**config.mk**
```make
export PLATFORM = sky130hd
export DESIGN_NAME = mem_check_table
export DESIGN_NICKNAME = d
export VERILOG_FILES = /design/src/rtl/mem_check_pkg.sv /design/src/rtl/mem_check_table.sv
export SDC_FILE = /design/constraint.sdc
export NUM_CORES = 1
export LEC_CHECK = 0
export CORE_MARGIN = 2
export CORE_UTILIZATION = 45
export CTS_CLUSTER_DIAMETER = 200
export DETAILED_ROUTE_END_ITERATION = 16
export GPL_ROUTABILITY_DRIVEN = 0
export PLACE_DENSITY_LB_ADDON = 0.3
export SLEW_MARGIN = 30
export SYNTH_ARGS = -nofsm -noshare
export SYNTH_HDL_FRONTEND = slang
export SYNTH_SLANG_ARGS = --single-unit
```
**constraint.sdc**
```tcl
create_clock -name clk -period 7.3 [get_ports clk]
set_input_delay 1.46 -clock clk [delete_from_list [all_inputs] [get_ports clk]]
set_output_delay 1.46 -clock clk [all_outputs]
set_load 0.03 [all_outputs]
```
**src/rtl/mem_check_pkg.sv**
```systemverilog
// Shared types for the data-memory write checker: FSM state encoding and
// table-entry sizing helper.
package mem_check_pkg;

    typedef enum logic [1:0] {
        IDLE = 2'd0,
        RUN  = 2'd1,
        PASS = 2'd2,
        FAIL = 2'd3
    } chk_state_t;

    function automatic int entry_width(input int aw, input int dw);
        return aw + dw;
    endfunction

endpackage

```
**src/rtl/mem_check_table.sv**
```systemverilog
// Expected-store table: DEPTH entries of {address, data}, one synchronous
// write port, one asynchronous read port. Storage is intentionally unreset.
module mem_check_table
    import mem_check_pkg::*;
#(
    parameter int AW    = 32,
    parameter int DW    = 32,
    parameter int DEPTH = 8
) (
    input  logic                     clk,
    input  logic                     we,
    input  logic [$clog2(DEPTH)-1:0] widx,
    input  logic [AW-1:0]            waddr,
    input  logic [DW-1:0]            wdata,
    input  logic [$clog2(DEPTH)-1:0] ridx,
    output logic [AW-1:0]            raddr,
    output logic [DW-1:0]            rdata
);
    localparam int EW = entry_width(AW, DW);

    logic [EW-1:0] mem [DEPTH];

    // Table write; contents persist across reset so a re-start reruns the check
    always_ff @(posedge clk) begin
        if (we) begin
            mem[widx] <= {waddr, wdata};
        end
    end

    assign {raddr, rdata} = mem[ridx];

endmodule

```
-- Yosys cells after proc, flatten, opt, wreduce, memory -nomap -nowiden
Memories as Yosys holds them, arrays and structs flattened.
Index checks and enable logic that the tools add are counted.
- multiplexer cells: 2
- operator list (kind ; count):
    two-way mux 1 bit ; 2
- register bits after elaboration: 0
- memory bits (writable): 512
- output and inout bits: 64
- word-level logic and storage cells: 3
- memories: 1
- memories (name ; depth ; bits a word ; read ports ; clocked after memory_dff ; wr ports ; RTL line ; source):
    mem ; 8 ; 64 ; 1 ; 0 ; 1 ; mem_check_table.sv:21 ; logic [EW-1:0] mem [DEPTH];

-- Logic depth before layout (Yosys ltp)
- depth after elaboration: 2
- gate-level depth with buffers: 4
- depth with buffers taken out: 2

-- Least setup slack after synthesis
No wires, ideal clock.
- path kind: input to register
- start: input port widx[2]
- end: memory mem[0][0] (netlist name), enable pin
- setup time: 0.565 ns
- arrival: 5.990 ns
- data required time: 6.735 ns
- slack: 0.744 ns
- stages on the path: 2
- path buffers: 0
- path through: nand2b_1 nor3_1
- RTL lines (item ; RTL line ; source):
    start, declared ; mem_check_table.sv:12 ; input logic [$clog2(DEPTH)-1:0] widx,
    end, declared ; mem_check_table.sv:21 ;
No word-level cell before the write port.

-- Worst setup path after layout
- start: input port ridx[0]
- end: output port raddr[27]
- cells in the longest elaborated chain, start to end: 1
- RTL lines (item ; RTL line ; source):
    start, declared ; mem_check_table.sv:15 ; input logic [$clog2(DEPTH)-1:0] ridx,
    memory (8 x 64 bit) ; n/a ;
    end, declared ; mem_check_table.sv:16 ; output logic [AW-1:0] raddr,
Every way passes these cells.

==> impl_metrics.yaml <==
yosys:
  yosys-top-cells-count: "512 x edfxtp_1, 128 x mux4_2, 64 x mux2_2, 11 x buf_6"
  synthSimpleGateAreaFrac_pct: 0.305
  synth.area.top_cells: "edfxtp_1 80%, mux4_2 15%, mux2_2 3.7%"
  synth_top_family_by_area: "multiplexers"
  ys_async_sr_fraction_pct: 0
  synth_edf_count: 512
  synth_mux_area_share_pct: 18.7
  synth_top_area_share_pct: 79.8
  synth-xor-area-share_pct: 0
  synth_ff_type: "edfxtp_1"
  synth_area_mm2: 0.0193
  yosys.area_share.adder_pct: 0
  avgSynthCellArea_um2: 25.6
  synth_nets: 824
  seq_area_frac_synth_pct: 79.8
  synth_most_common_cell: "edfxtp_1"
  synth_compound_area_share_pct: 0
  synthesis.instances: 752
  synth_cell_type_count: 12
  yosys_register_bits: 512
  synth_warnings: 0
  synth_largest_area_cell: "edfxtp_1"
worst_setup_path:
  cp_data_arrival_time_ns: 3.96
  cp_num_cells: 5
  end_kind: "primary output"
  crit_start: "ridx[0]"
  path_class: "primary input to primary output"
  cp_cell_sequence: "clkbuf_8 -> buf_4 -> mux4_2 -> mux2_2 -> clkdlybuf4s50_1"
  crit_path_max_fanout: 54
  endpoint: "raddr[27]"
  cp_slowest_cell: "clkdlybuf4s50_1"
  cp.required_ns: 5.84
  crit_buf_inv: 3
  crit_family: "buffers and inverters"
  critPathLaunchType: "primary input"
  cp_slowest_stage_delay_ns: 0.60
detailed_routing:
  vias_per_cell: 5.53
  ant_nets: 0
  drcViolationCount: 0
  post_drt_wl_per_cell_um: 24.4
  drt-initial-drc-count: 578
  vias: 8333
  drt_wl_total_um: 36700
  firstDrtPassIters: 5
global_routing:
  grt-ovfl-total: 0
  grt_pass1_vias: 8989
  grt_util_all_layers_pct: 17.1
  grt_max_degree: 58
  antenna_found_initial: 1
  grt_pass1_wl_um: 55700
power:
  powerDensity_mw_per_mm2: 273
  p_leak_uw: 0.00719
  ir_worst_vdd_mv: 0.158
cells_and_area:
  final_cells: 1508
  top_register: "mem"
  syn_to_final_growth_pct: 18.9
  drive_above_1_share_pct: 30.2
  antenna_cells: 0
  largestRegisters: "mem: 512 flops"
  post-route-util_pct: 54.4
  nets: 1000
  largest_reg_flops: 512
sta:
  setup_tns_ns: 0
  fmax_mhz: 185
  report.final.slew_viol_count: 0
  final-setup-viol-count: 0
  period_minus_slack_ns: 5.42
  fin_crit_sh_pct: 74.2
  final_hold_viol_count: 0
  rsz0062_at_grt: "false"
  worst_slew_pin_slew_ns: 0.846
  slew_headroom_pct: 43.6
clock_tree:
  cts.sinks: 512
  clockBufferDepth: 3
  htreeDepth: 2
  path_clk_slew_ns: 0.06
  cts_buffers: 50
  cts_tree: "built"
  postCtsSetupBuffers: 0
  post_cts_resized: 0
  clockRootBuffer: "clkbuf_16"
  cts_hold_buf: 0
status:
  outcome: "finished clean"
worst_hold_path:
  hold_path.class: "primary input to flip-flop"
floorplanning:
  rows: 75
  die_y_um: 211
  io_pins: 136
  dieWidth_um: 211
  core_area_mm2: 0.0421
  dieArea_mm2: 0.0445
  initial_core_util_pct: 45.7
placement:
  dpl.hpwl_um: 19100
  io_buffers: 135
  place_inst: 1415
job:
  max_cap_violations: 0
==> per-layer routing <==
metal  part of all wire, %  GRT usage, %  vias up
met5                 0.038             0        -
met4                   1.5          5.03        2
met3                   5.5          3.46       38
met2                    48          27.1      218
met1                    45          24.5     4464
li1                      -             -     3611
==> power by group <==
part	leakage, uW	switching [uW]	internal, uW
sequential	0.00465	19.1	3340
combinational	0.00177	254	225
clock	0.000762	1030	1390
==> cell families after synthesis <==
logic type | Yosys count
buf+inv | 35
flops | 512
mux | 192
simple gates | 13
==> layout make-up <==
class                           instances  area [um^2]
Clock buffer                           64         1370
Multi-Input combinational cell        205         3720
Clock inverter                         29          175
Timing Repair Buffer                  159         1600
Tap cell                              539          674
Fill cell                            3150        19200
Sequential cell                       512        15400
==> metrics by stage <==
step                      hold WS, ns  area [um^2]  worst slack (ns)  power [uW]
after CTS                        1.58        22900              1.81        6320
after floorplan                  1.56        19300             0.744        3700
after detailed placement         2.20        21400              1.82        3910
after global placement           2.19        21300              1.84        3890
final                            1.62        22900              1.88        6250
after global routing             1.62        22900              1.72        6450
==> cell usage in the layout (no fill, tap or decap) <==
master and instances:
buf_6 1, clkbuf_16 53, clkbuf_8 1, mux4_2 128, clkdlybuf4s50_1 132, clkinv_1 16
nand2b_1 3, buf_4 21, nor3_2 2, edfxtp_1 512, nor2_4 6, mux2_2 64
nand2_1 2, buf_12 2, clkinv_2 11, buf_16 2, bufinv_16 2, clkbuf_1 11
==> worst min-delay path by stage <==
stage	from	endpoint	slack (ns)	depth (start not counted)
3_5_place_dp	wdata[31]	mem[1][31]$_DFFE_PP_	2.20	1
2_1_floorplan	wdata[0]	mem[0][0]$_DFFE_PP_	1.56	0
4_1_cts	wdata[31]	mem[7][31]$_DFFE_PP_	1.58	1
5_1_grt	wdata[31]	mem[1][31]$_DFFE_PP_	1.62	1
6_report	waddr[13]	mem[1][45]$_DFFE_PP_	1.62	1
3_3_place_gp	waddr[15]	mem[2][47]$_DFFE_PP_	2.19	1
Note: power is estimated with default switching activity, not from simulation.
